[src/rtl/ysyx_23060025_axi_rd_arbiter.sv]
// Two-master (IFU/LSU) AXI read arbiter in front of the xbar read port.
// Define ARB_RR_EN for round-robin ties; otherwise LSU has fixed priority.
module ysyx_23060025_axi_rd_arbiter #(
    parameter int unsigned ADDR_LEN = 32,
    parameter int unsigned DATA_LEN = 32,
    parameter logic [7:0]  AR_LEN   = 8'd0,
    parameter logic [2:0]  AR_SIZE  = 3'd2
) (
    input  logic                clock,
    input  logic                rstn,

    input  logic [ADDR_LEN-1:0] ifu_ar_addr_i,
    input  logic                ifu_ar_valid_i,
    output logic                ifu_ar_ready_o,
    output logic [DATA_LEN-1:0] ifu_r_data_o,
    output logic                ifu_r_valid_o,
    output logic                ifu_r_last_o,
    input  logic                ifu_r_ready_i,

    input  logic [ADDR_LEN-1:0] lsu_ar_addr_i,
    input  logic                lsu_ar_valid_i,
    output logic                lsu_ar_ready_o,
    output logic [DATA_LEN-1:0] lsu_r_data_o,
    output logic                lsu_r_valid_o,
    output logic                lsu_r_last_o,
    input  logic                lsu_r_ready_i,

    output logic [ADDR_LEN-1:0] m_ar_addr_o,
    output logic                m_ar_valid_o,
    input  logic                m_ar_ready_i,
    output logic [7:0]          m_ar_len_o,
    output logic [2:0]          m_ar_size_o,
    input  logic [DATA_LEN-1:0] m_r_data_i,
    input  logic                m_r_valid_i,
    input  logic                m_r_last_i,
    output logic                m_r_ready_o,

    output logic [1:0]          grant_o
);

    typedef enum logic [1:0] {
        IDLE = 2'd0,
        ADDR = 2'd1,
        DATA = 2'd2
    } state_t;

    state_t     state;
    state_t     state_d;
    logic [1:0] grant;
    logic [1:0] grant_d;
    logic       last_grant;
    logic       last_grant_d;
    logic       pick_lsu;
    logic       ar_fire;
    logic       r_done;

    // last_grant: 1 = LSU owned the previous transaction
`ifdef ARB_RR_EN
    always_comb begin
        if (ifu_ar_valid_i && lsu_ar_valid_i) begin
            pick_lsu = ~last_grant;
        end else begin
            pick_lsu = lsu_ar_valid_i;
        end
    end
`else
    always_comb begin
        pick_lsu = lsu_ar_valid_i;
    end
`endif

    always_ff @(posedge clock or negedge rstn) begin
        if (!rstn) begin
            state      <= IDLE;
            grant      <= 2'b00;
            last_grant <= 1'b1;
        end else begin
            state      <= state_d;
            grant      <= grant_d;
            last_grant <= last_grant_d;
        end
    end

    always_comb begin
        state_d        = state;
        grant_d        = grant;
        last_grant_d   = last_grant;
        m_ar_addr_o    = '0;
        m_ar_valid_o   = 1'b0;
        m_r_ready_o    = 1'b0;
        ifu_ar_ready_o = 1'b0;
        lsu_ar_ready_o = 1'b0;
        ifu_r_valid_o  = 1'b0;
        lsu_r_valid_o  = 1'b0;
        ifu_r_last_o   = 1'b0;
        lsu_r_last_o   = 1'b0;
        ar_fire        = 1'b0;
        r_done         = 1'b0;

        unique case (state)
            IDLE: begin
                if (ifu_ar_valid_i || lsu_ar_valid_i) begin
                    state_d = ADDR;
                    grant_d = pick_lsu ? 2'b10 : 2'b01;
                end
            end

            ADDR: begin
                unique case (1'b1)
                    grant[1]: begin
                        m_ar_addr_o    = lsu_ar_addr_i;
                        m_ar_valid_o   = lsu_ar_valid_i;
                        lsu_ar_ready_o = m_ar_ready_i;
                    end
                    grant[0]: begin
                        m_ar_addr_o    = ifu_ar_addr_i;
                        m_ar_valid_o   = ifu_ar_valid_i;
                        ifu_ar_ready_o = m_ar_ready_i;
                    end
                    default: ;
                endcase
                ar_fire = m_ar_valid_o && m_ar_ready_i;
                if (ar_fire) begin
                    state_d = DATA;
                end
            end

            DATA: begin
                unique case (1'b1)
                    grant[1]: begin
                        lsu_r_valid_o = m_r_valid_i;
                        lsu_r_last_o  = m_r_last_i;
                        m_r_ready_o   = lsu_r_ready_i;
                    end
                    grant[0]: begin
                        ifu_r_valid_o = m_r_valid_i;
                        ifu_r_last_o  = m_r_last_i;
                        m_r_ready_o   = ifu_r_ready_i;
                    end
                    default: ;
                endcase
                // non-last beats keep the owner until the burst ends
                r_done = m_r_valid_i && m_r_ready_o && m_r_last_i;
                if (r_done) begin
                    state_d      = IDLE;
                    grant_d      = 2'b00;
                    last_grant_d = grant[1];
                end
            end

            default: begin
                state_d = IDLE;
                grant_d = 2'b00;
            end
        endcase
    end

    assign ifu_r_data_o = m_r_data_i;
    assign lsu_r_data_o = m_r_data_i;
    assign m_ar_len_o   = AR_LEN;
    assign m_ar_size_o  = AR_SIZE;
    assign grant_o      = grant;

endmodule
[config.mk]
export PLATFORM = sky130hd
export DESIGN_NAME = ysyx_23060025_axi_rd_arbiter
export DESIGN_NICKNAME = d
export VERILOG_FILES = /design/src/rtl/ysyx_23060025_axi_rd_arbiter.sv
export SDC_FILE = /design/constraint.sdc
export NUM_CORES = 1
export LEC_CHECK = 0
export CAP_MARGIN = 20
export CORE_AREA = 2 2 86 88
export DETAILED_ROUTE_END_ITERATION = 16
export DIE_AREA = 0 0 88 90
export DONT_BUFFER_PORTS = 1
export PLACE_DENSITY = 0.37
export SYNTH_ARGS = -nofsm -noshare
export SYNTH_HDL_FRONTEND = slang
export SYNTH_SLANG_ARGS = --single-unit
[constraint.sdc]
create_clock -name clock -period 1.6 [get_ports clock]
set_clock_uncertainty 0.2 [all_clocks]
set_input_delay 0.24 -clock clock [delete_from_list [all_inputs] [get_ports clock]]
set_output_delay 0.24 -clock clock [all_outputs]
set_load 0.01 [all_outputs]
Word level (Yosys, flattened, before mapping). Index checks and enable logic that the tools add are counted.

Bits in registers: 4. Input bits: 105. Word-level logic and storage cells: 42.

Equality and inequality tests: 5. Muxes and demuxes: 27. Bitwise logic cells: 1. Reductions and logical operators: 7.

Operators by type and width (number): $pmux 32 s2 (1); $mux 32 (1); $mux 1 (16); $pmux 2 s3 (2); $mux 2 (5); $ne 2x2->1 const B (3); $reduce_and 3->1 (2); $pmux 1 s2 (2); $logic_and 1x1->1 (3); $eq 2x1->1 const B (1); $eq 2x2->1 const B (1); $logic_not 2->1 (1); $logic_or 1x1->1 (1); $not 1->1 (1).

Logic depth before layout (Yosys ltp). Gate-level depths: netlist (run 1).

Depth in word-level cells: 6. Depth in mapped cells: 5.

Least setup slack after synthesis (run 1). No wires, ideal clock.

Kind: register -> output. Start: register grant[0], in the netlist grant_o[0]. End: output m_ar_addr_o[10]. Arrival: 1156 ps. Required time: 1160 ps. Path slack: 4 ps. Stages on the path, launching flop included: 5. Buffers on the path: 2. Cell sequence: dfrtp_1 and3_1 buf_6 buf_6 a22o_1.

Word-level cells in the longest chain between the ends: 2.

Ends and longest elaborated chain: start, declared (line 49) `logic [1:0] grant;`; start signal, assigned (line 79) `grant <= grant_d;`; $pmux 32 s2 (line 109) `unique case (1'b1)`; $mux 32 (line 100) `unique case (state)`; end, declared (line 28) `output logic [ADDR_LEN-1:0] m_ar_addr_o,`.

Every way passes these cells.

Worst setup path in the final report (run 1).
Start: register state[1]. End: output m_ar_addr_o[0].

Word-level cells in the longest chain between the ends: 2.

Ends and longest elaborated chain: start, declared (line 47) `state_t state;`; start signal, assigned (line 78) `state <= state_d;`; $eq 2x1->1 (line 100); $mux 32 (line 100).

Every way passes these cells.

==> qor.csv, run 1 <==
metric,value,unit
status,"finished, violations left",
failing checks,negative setup slack,
Iteration-0 DRC Markers,19,
Via density,4.355,
Post-Syn Area per Cell,7.883,um2
Die Width,88,um
HP Class,input pin to flop,
routed wl met2,1.951,mm
critical path class,flop to output pin,
worst r2r src,grant_o[1]$_DFFE_PN0P_,
VDD IR max,404.1,uV
Syn Std Cell Area,1206,um2
"commonest non-fill, non-tap cell in the layout",a22o_4,
ys async rst share,100.0,%
unrepaired setup endpoints after global routing,true,
drt pass-1 iters,4,
Crit path largest cell delay,0.34,ns
Crit Path Max Fanout,8,
Residual DRC,0,
Syn Inst Count,153,
Max-cap violations,0,
required time worst endpoint,1.16,ns
worst-skew pair later-pin latency,0.22,ns
met3 routed WL,487,um
Pleak,0.5857,nW
vias in the first global route,736,
die height,90,um
Starting Density,17.18,%
I/O Buffers,0,
share of cells above drive strength 1,64.29,%
final setup margin,-0.1199,ns
CTS H-Tree Depth,1,
clk slew on worst S/H paths,0.03,ns
GPL Wtd Cong,0.7712,
Hold Path Origin,ifu_ar_valid_i,
Final period util,107.5,%
CP max-delay cell,dfrtp_1,
Sink Count,4,
Sum Neg Setup Slack,-3.627,ns
cell row count,31,
max-slew violation count,0,
core outline area,7020,um2
I/O pins,222,
total number of yosys warnings,0,
#FFs+latches synth,4,
final wirelength,3.824,mm
HPWL Detailed,2.474,mm
sequential element share of the synthesized area,8.299,%
via count,858,
largest net degree at the start of global routing,34,
"Top FF cell, synth",dfrtp_1,
Fin. Hold Viols,0,
Worst setup EP type,output pin,
cell total after placement,183,
total die area,7920,um2
worst-path cell chain,"inv_2, and3_4, clkbuf_16, a22o_4",
GR Util All Layers,6.426,%
Clock Path Buffers,2,
Max Fclk,0.5814,GHz
"Arr. time, crit path",1.28,ns
first-pass GRT wire length,3.891,mm
initial antenna violation count,0,
post-route minimum period,1.720,ns
synth-to-layout area growth,11.20,%
final setup vio count,35,
Non-Filler Instances,197,
Worst setup startpoint,state[1]$_DFFE_PN0P_,
"EDFF count, synth",0,
Num CTS Buffers,3,
antenna diode count,0,
Routed met1 length,1.385,mm
Final nets,205,
Antenna Nets Post-Route,0,
critical path launch point type,flop,
Power Density,2041,nW/um2
WL/cell,19.41,um
Yosys cell types,21,
most frequent cells in the layout,"32 x a22o_4, 11 x conb_1, 8 x buf_4, 6 x and3_4",
CTS tree,yes,
grt ovf,0,
clk root buf,clkbuf_8,
max layer used,met3,
-- per-layer routing --
layer  global-route usage [%]  vias to the layer above
met5                        0                        -
met4                    2.308                        0
met3                    3.398                        0
met2                    10.61                       91
met1                    6.874                      422
li1                         -                      345
-- through the flow --
stage / utilization [%] / setup slack, ns / hold slack [ns] / power (W) / cell area (um2)
finish: 19.11 / -0.1199 / 0.06141 / 0.002738 / 1341
global route: 19.11 / -0.1726 / 0.04635 / 0.002889 / 1341
CTS: 13.08 / -0.1371 / 0.05357 / 0.001806 / 918.4
detailed placement: 11.41 / 0.05283 / -0.2553 / 0.001498 / 800.8
global placement: 11.41 / 0.06987 / -0.2553 / 0.001504 / 800.8
floorplan: - / 0.003777 / -0.2556 / 0.001481 / 1240
-- worst paths after layout --
| check | end | slack, ns | cells after the start |
|---|---|---|---|
| min reg2reg | state[0]$_DFFE_PN0P_ | 0.39 | 2 |
| min | state[0]$_DFFE_PN0P_ | 0.06 | 2 |
| max reg2reg | state[1]$_DFFE_PN0P_ | 0.19 | 4 |
| max | m_ar_addr_o[0] | -0.12 | 4 |
| max in group asynchronous | state[1]$_DFFE_PN0P_ | 0.91 | 1 |
| min in group asynchronous | grant_o[0]$_DFFE_PN0P_ | 0.11 | 1 |
-- layout make-up --
class / count / area (um2)
Clock buffer: 3 / 41.29
Fill cell: 747 / 5679
Inverter: 1 / 3.754
Multi-Input combinational cell: 73 / 837.1
Sequential cell: 4 / 100.1
Tap cell: 99 / 123.9
Timing Repair Buffer: 17 / 235.2
-- power breakdown --
part	switching (W)	total [W]	internal [W]	leakage, nW
Sequential	0.0000300	0.000177	0.000147	0.0488
Combinational	0.00110	0.00235	0.00125	0.515
Clock	0.0000487	0.000209	0.000160	0.0216
Total	0.00118	0.00274	0.00156	0.586
-- registers in the layout, summed over array words and instances, names as in the netlist --
signal / count
grant_o: 2
state: 2
-- timing repair --
action,CTS,global route
hold buffers,2,0
setup endpoints to repair,39,40
hold endpoints to repair,5,0
buffers inserted,1,3
pin swaps,0,19
cloned,0,5
resized for setup,10,36
-- cell families after synthesis --
group	Yosys count	synth area share (%)
AO/OA/AOI/OAI	40	28.11
buffers and inverters	85	52.80
flip-flops	4	8.299
other	2	0.6226
AND/OR/NAND/NOR	22	10.17
-- synth_stat cells (2+ instances only) --
cell type  instances  area share (%)
buf_2              5             2.1
and2_1             2             1.0
buf_4             75              47
buf_6              4             3.7
nand2_1            3            0.93
a22o_1            33              24
conb_1             2            0.62
and3_1             7             3.6
dfrtp_1            4             8.3
nor2b_1            3             1.6
nand2b_1           2             1.0
o21ai_0            2            0.83
nor2_1             3            0.93
-- critical path: cells and delay by family, from the launching register on --
| kind | cells | cell delay [ns] |
|---|---|---|
| compound gates | 1 | 0.27 |
| buf+inv | 2 | 0.23 |
| flops | 1 | 0.34 |
| simple gates | 1 | 0.22 |
Note: power is estimated with default switching activity, not from simulation.
==> inputs of run 2 (changes only) <==
--- a/config.mk
+++ b/config.mk
@@ -6,11 +6,11 @@
 export NUM_CORES = 1
 export LEC_CHECK = 0
 export CAP_MARGIN = 20
-export CORE_AREA = 2 2 86 88
+export CORE_AREA = 3 3 84 86
 export DETAILED_ROUTE_END_ITERATION = 16
-export DIE_AREA = 0 0 88 90
+export DIE_AREA = 0 0 87 89
 export DONT_BUFFER_PORTS = 1
-export PLACE_DENSITY = 0.37
+export PLACE_DENSITY = 0.38
 export SYNTH_ARGS = -nofsm -noshare
 export SYNTH_HDL_FRONTEND = slang
 export SYNTH_SLANG_ARGS = --single-unit
==> qor.csv, run 2 (same netlist as run 1, synthesis figures left out) <==
metric,value,unit,change
worst-skew pair later-pin latency,0.21,ns,about the same
GR Util All Layers,6.246,%,-0.18 points
post-route minimum period,1.731,ns,+0.01101 ns
Max-cap violations,0,,unchanged
synth-to-layout area growth,6.121,%,
unrepaired setup endpoints after global routing,true,,
first-pass GRT wire length,3.657,mm,-6.0%
Hold Path Depth,2,,unchanged
I/O pins,222,,unchanged
Antenna Nets Post-Route,0,,unchanged
Die Width,87,um,-1.1%
Pleak,0.5576,nW,-4.8%
HPWL Detailed,2.448,mm,-1.0%
PnR Total Power,0.002653,W,-3.1%
critical path class,flop to output pin,,
Hold Path Origin,m_ar_ready_i,,
Num CTS Buffers,3,,unchanged
required time worst endpoint,1.16,ns,about the same
vias in the first global route,731,,-0.68%
largest net degree at the start of global routing,34,,unchanged
Final period util,108.2,%,+0.69 points
Sink Count,4,,unchanged
max-slew violation count,0,,unchanged
fillers,675,,-9.6%
Power Density,2073,nW/um2,+1.5%
"setup slack, reg-to-reg",0.11,ns,-0.08 ns
Iteration-0 DRC Markers,5,,-14
Clock Path Buffers,2,,unchanged
cell row count,29,,-6.5%
via count,825,,-3.8%
WL/cell,20.19,um,+4.0%
CTS tree,yes,,
worst r2r src,state[0]$_DFFE_PN0P_,,
clk slew on worst S/H paths,0.03,ns,about the same
die height,89,um,-1.1%
total die area,7743,um2,-2.2%
CTS H-Tree Depth,1,,unchanged
status,"finished, violations left",,
Crit Path Max Fanout,8,,unchanged
I/O Buffers,0,,unchanged
failing checks,negative setup slack,,
Reg2Reg Depth,5,,+1
Worst setup EP type,output pin,,
final wirelength,3.614,mm,-5.5%
Fin. Hold Viols,0,,unchanged
Min Hold Slack,0.06420,ns,+0.002793 ns
core outline area,6350,um2,-9.6%
final setup margin,-0.1309,ns,-0.01101 ns
Via density,4.609,,+5.8%
share of cells above drive strength 1,58.82,%,-5.5 points
drt pass-1 iters,4,,unchanged
HP Class,input pin to flop,,
critical path launch point type,flop,,
Sum Neg Setup Slack,-4.062,ns,-0.4349 ns
antenna diode count,0,,unchanged
Post-Route Utilization,20.16,%,+1.1 points
VDD IR max,789.5,uV,+95%
clk root buf,clkbuf_8,,
r2r endpoint,grant_o[0]$_DFFE_PN0P_,,
most frequent cells in the layout,"24 x a22o_4, 11 x conb_1, 9 x a22o_1, 9 x buf_4, 7 x and3_4",,
worst hold path endpoint,state[1]$_DFFE_PN0P_,,
grt ovf,0,,unchanged
Residual DRC,0,,unchanged
Max Fclk,0.5777,GHz,-0.64%
Starting Density,19.00,%,+1.8 points
GPL Wtd Cong,0.7604,,-1.4%
"Arr. time, crit path",1.29,ns,about the same
initial antenna violation count,0,,unchanged
"commonest non-fill, non-tap cell in the layout",a22o_4,,
Final nets,209,,+2.0%
final setup vio count,35,,unchanged
## run 2: worst max-delay path: stages, from the launching register on
cell and delay, ns:
dfrtp_1 0.34, inv_2 0.06, and3_4 0.22, clkbuf_16 0.18
a22o_4 0.27
## run 2: metrics by stage
stage	setup WS, ns	cells	instance area (um2)
2_1_floorplan	0.003777	162	1240
3_3_place_gp	0.08417	163	788.3
3_5_place_dp	0.07664	163	788.3
4_1_cts	-0.1193	169	914.6
5_1_grt	-0.1722	179	1280
6_report	-0.1309	179	1280
## run 2: worst max-delay path by stage
stage                                 startpoint              end
after floorplan           grant_o[0]$_DFFE_PN0P_  m_ar_addr_o[10]
after global placement      state[1]$_DFFE_PN0P_  m_ar_addr_o[31]
after detailed placement    state[1]$_DFFE_PN0P_  m_ar_addr_o[31]
after CTS                   state[1]$_DFFE_PN0P_  m_ar_addr_o[15]
after global routing        state[1]$_DFFE_PN0P_   ifu_ar_ready_o
final                       state[1]$_DFFE_PN0P_  m_ar_addr_o[31]
## run 2: layer usage
| layer | up-vias | share of wire [%] | track usage, % |
|---|---|---|---|
| li1 | 350 | - | - |
| met1 | 382 | 32 | 5.589 |
| met2 | 83 | 55 | 12.28 |
| met3 | 10 | 11 | 2.028 |
| met4 | 0 | 1.4 | 3.399 |
| met5 | - | 0 | 0 |
## run 2: final cells by class
class / count / area [um2] / area share, %
inverters: 1 / 3.754 / 0.2933
repair buffers: 21 / 262.8 / 20.53
well taps: 77 / 96.34 / 7.527
clock buffers: 3 / 41.29 / 3.226
flip-flops and latches: 4 / 100.1 / 7.820
multi-input cells: 73 / 775.7 / 60.61
## run 2: report_power, final
part / internal, W / switching, W / total [W]
clock: 0.000160 / 0.0000482 / 0.000208
combinational: 0.00120 / 0.00105 / 0.00225
sequential: 0.000147 / 0.0000446 / 0.000192
## run 2: what timing repair did
item,4_1_cts,5_1_grt
endpoints found under the setup margin,39,40
cloned,0,4
hold buffers,2,0
pin swaps,1,21
resized for setup,11,33
hold endpoints to repair,5,0
setup buffers,1,6
==> inputs of run 3 (changes only) <==
--- a/config.mk
+++ b/config.mk
@@ -6,11 +6,11 @@
 export NUM_CORES = 1
 export LEC_CHECK = 0
 export CAP_MARGIN = 20
-export CORE_AREA = 3 3 84 86
+export CORE_AREA = 2 2 86 88
 export DETAILED_ROUTE_END_ITERATION = 16
-export DIE_AREA = 0 0 87 89
+export DIE_AREA = 0 0 88 90
 export DONT_BUFFER_PORTS = 1
-export PLACE_DENSITY = 0.38
+export PLACE_DENSITY_LB_ADDON = 0.15
 export SYNTH_ARGS = -nofsm -noshare
 export SYNTH_HDL_FRONTEND = slang
 export SYNTH_SLANG_ARGS = --single-unit
==> qor.csv, run 3 (same netlist as run 1, synthesis figures left out) <==
metric,value,unit,change
CTS H-Tree Depth,1,,unchanged
Num CTS Buffers,3,,unchanged
WL/cell,17.08,um,-15%
cell row count,31,,+6.9%
GPL Wtd Cong,0.6385,,-16%
fin area,1306,um2,+2.1%
crit-path leading delay family,flip-flops,,
clk slew on worst S/H paths,0.03,ns,about the same
core outline area,7020,um2,+11%
"Arr. time, crit path",1.27,ns,-0.02 ns
Residual DRC,0,,unchanged
Fin. Hold Viols,0,,unchanged
final wirelength,3.347,mm,-7.4%
grt ovf,0,,unchanged
Clock Path Buffers,2,,unchanged
clk root buf,clkbuf_8,,
Max Fclk,0.5860,GHz,+1.4%
status,"finished, violations left",,
Sink Count,4,,unchanged
Crit path buffers/inverters,2,,unchanged
Final period util,106.6,%,-1.5 points
CTS tree,yes,,
Area after DPL,805.8,um2,+2.2%
fillers,762,,+13%
Pleak,0.5691,nW,+2.0%
I/O pins,222,,unchanged
worst-path cell chain,"inv_2, and3_4, buf_12, a22o_4",,
post-route minimum period,1.706,ns,-0.02452 ns
"commonest non-fill, non-tap cell in the layout",a22o_4,,
I/O Buffers,0,,unchanged
cell total after placement,187,,+15%
share of cells above drive strength 1,63.92,%,+5.1 points
antenna diode count,0,,unchanged
Power Density,2004,nW/um2,-3.3%
Crit path largest cell delay,0.37,ns,+0.03 ns
failing checks,negative setup slack,,
VDD IR max,704.9,uV,-11%
most frequent cells in the layout,"32 x a22o_4, 11 x conb_1, 8 x buf_4, 6 x and3_4",,
required time worst endpoint,1.16,ns,about the same
Crit Path Max Fanout,11,,+3
max-slew violation count,0,,unchanged
via count,818,,-0.85%
Via density,4.173,,-9.4%
CP max-delay cell,dfrtp_1,,
unrepaired setup endpoints after global routing,true,,
vias in the first global route,798,,+9.2%
Antenna Nets Post-Route,0,,unchanged
first-pass GRT wire length,4.119,mm,+13%
Max-cap violations,0,,unchanged
largest net degree at the start of global routing,23,,-32%
HP Class,input pin to flop,,
critical path class,flop to output pin,,
Iteration-0 DRC Markers,9,,+4
final setup vio count,35,,unchanged
final setup margin,-0.1064,ns,+0.02452 ns
worst-skew pair later-pin latency,0.21,ns,about the same
Starting Density,17.18,%,-1.8 points
critical path launch point type,flop,,
HPWL Detailed,2.588,mm,+5.7%
Post-Route Utilization,18.61,%,-1.6 points
initial antenna violation count,0,,unchanged
GR Util All Layers,6.481,%,+0.24 points
synth-to-layout area growth,8.299,%,
total die area,7920,um2,+2.3%
Non-Filler Instances,196,,+9.5%
drt pass-1 iters,3,,-1
Final nets,204,,-2.4%
die height,90,um,+1.1%
Worst setup EP type,output pin,,
Die Width,88,um,+1.1%
[run 3: changes by cell type in the layout (fill, tap and decap cells not counted), moves of 2 or more]
| cell | previous run | this run |
|---|---|---|
| clkbuf_16 | 3 | 1 |
| a22o_4 | 24 | 32 |
| a22o_1 | 9 | 1 |
| buf_6 | 4 | 1 |
| buf_12 | 2 | 4 |
[run 3: worst paths after layout]
check	from	end	slack, ns	cells past startpoint
min	m_ar_ready_i	state[1]$_DFFE_PN0P_	0.06	2
min reg2reg	state[1]$_DFFE_PN0P_	state[0]$_DFFE_PN0P_	0.40	2
max in group asynchronous	rstn	state[0]$_DFFE_PN0P_	0.95	1
min in group asynchronous	rstn	grant_o[0]$_DFFE_PN0P_	0.09	1
max reg2reg	state[0]$_DFFE_PN0P_	grant_o[0]$_DFFE_PN0P_	0.20	4
max	state[1]$_DFFE_PN0P_	m_ar_addr_o[25]	-0.11	4
[run 3: timing repair]
action	in CTS	in global routing
gates cloned	0	2
hold endpoints to repair	5	0
pin swaps	13	8
setup buffers	0	2
gates resized for setup	32	26
setup endpoints to repair	39	40
hold buffers	2	0
[run 3: power breakdown]
group | internal [W] | leakage, nW | switching [W]
clock | 0.000160 | 0.0216 | 0.0000467
combinational | 0.00117 | 0.499 | 0.00105
sequential | 0.000147 | 0.0488 | 0.0000378
total | 0.00148 | 0.569 | 0.00114
[run 3: per-layer routing]
layer  share of wire, %  track usage [%]  wire length, um
met5                  0                0                0
met3                9.9            1.561              332
met4                1.9            3.205               63
met1                 37            6.486             1225
met2                 52            12.06             1725
[run 3: worst reg2reg max path: cells and delay by family, from the launching register on]
family / cells / cell delay, ns
simple gates: 2 / 0.28
buf+inv: 1 / 0.16
flops: 1 / 0.40
compound gates: 1 / 0.24
[run 3: through the flow]
step	setup WS [ns]	setup TNS, ns	total power [W]	hold slack, ns
2_1_floorplan	0.003777	0	0.001481	-0.2556
3_3_place_gp	0.01698	0	0.001519	-0.2555
3_5_place_dp	0.01501	0	0.001512	-0.2555
4_1_cts	-0.1371	-3.537	0.002101	0.05131
5_1_grt	-0.1656	-5.382	0.002771	0.1058
6_report	-0.1064	-3.238	0.002618	0.05643
[run 3: area by class of cell]
type                            count  area [um2]  share of cell area, %
Sequential cell                     4       100.1                  7.663
Clock buffer                        3       41.29                  3.161
Multi-Input combinational cell     73       840.8                  64.37
Inverter                            1       3.754                 0.2874
Tap cell                           99       123.9                  9.483
Timing Repair Buffer               16       196.4                  15.04
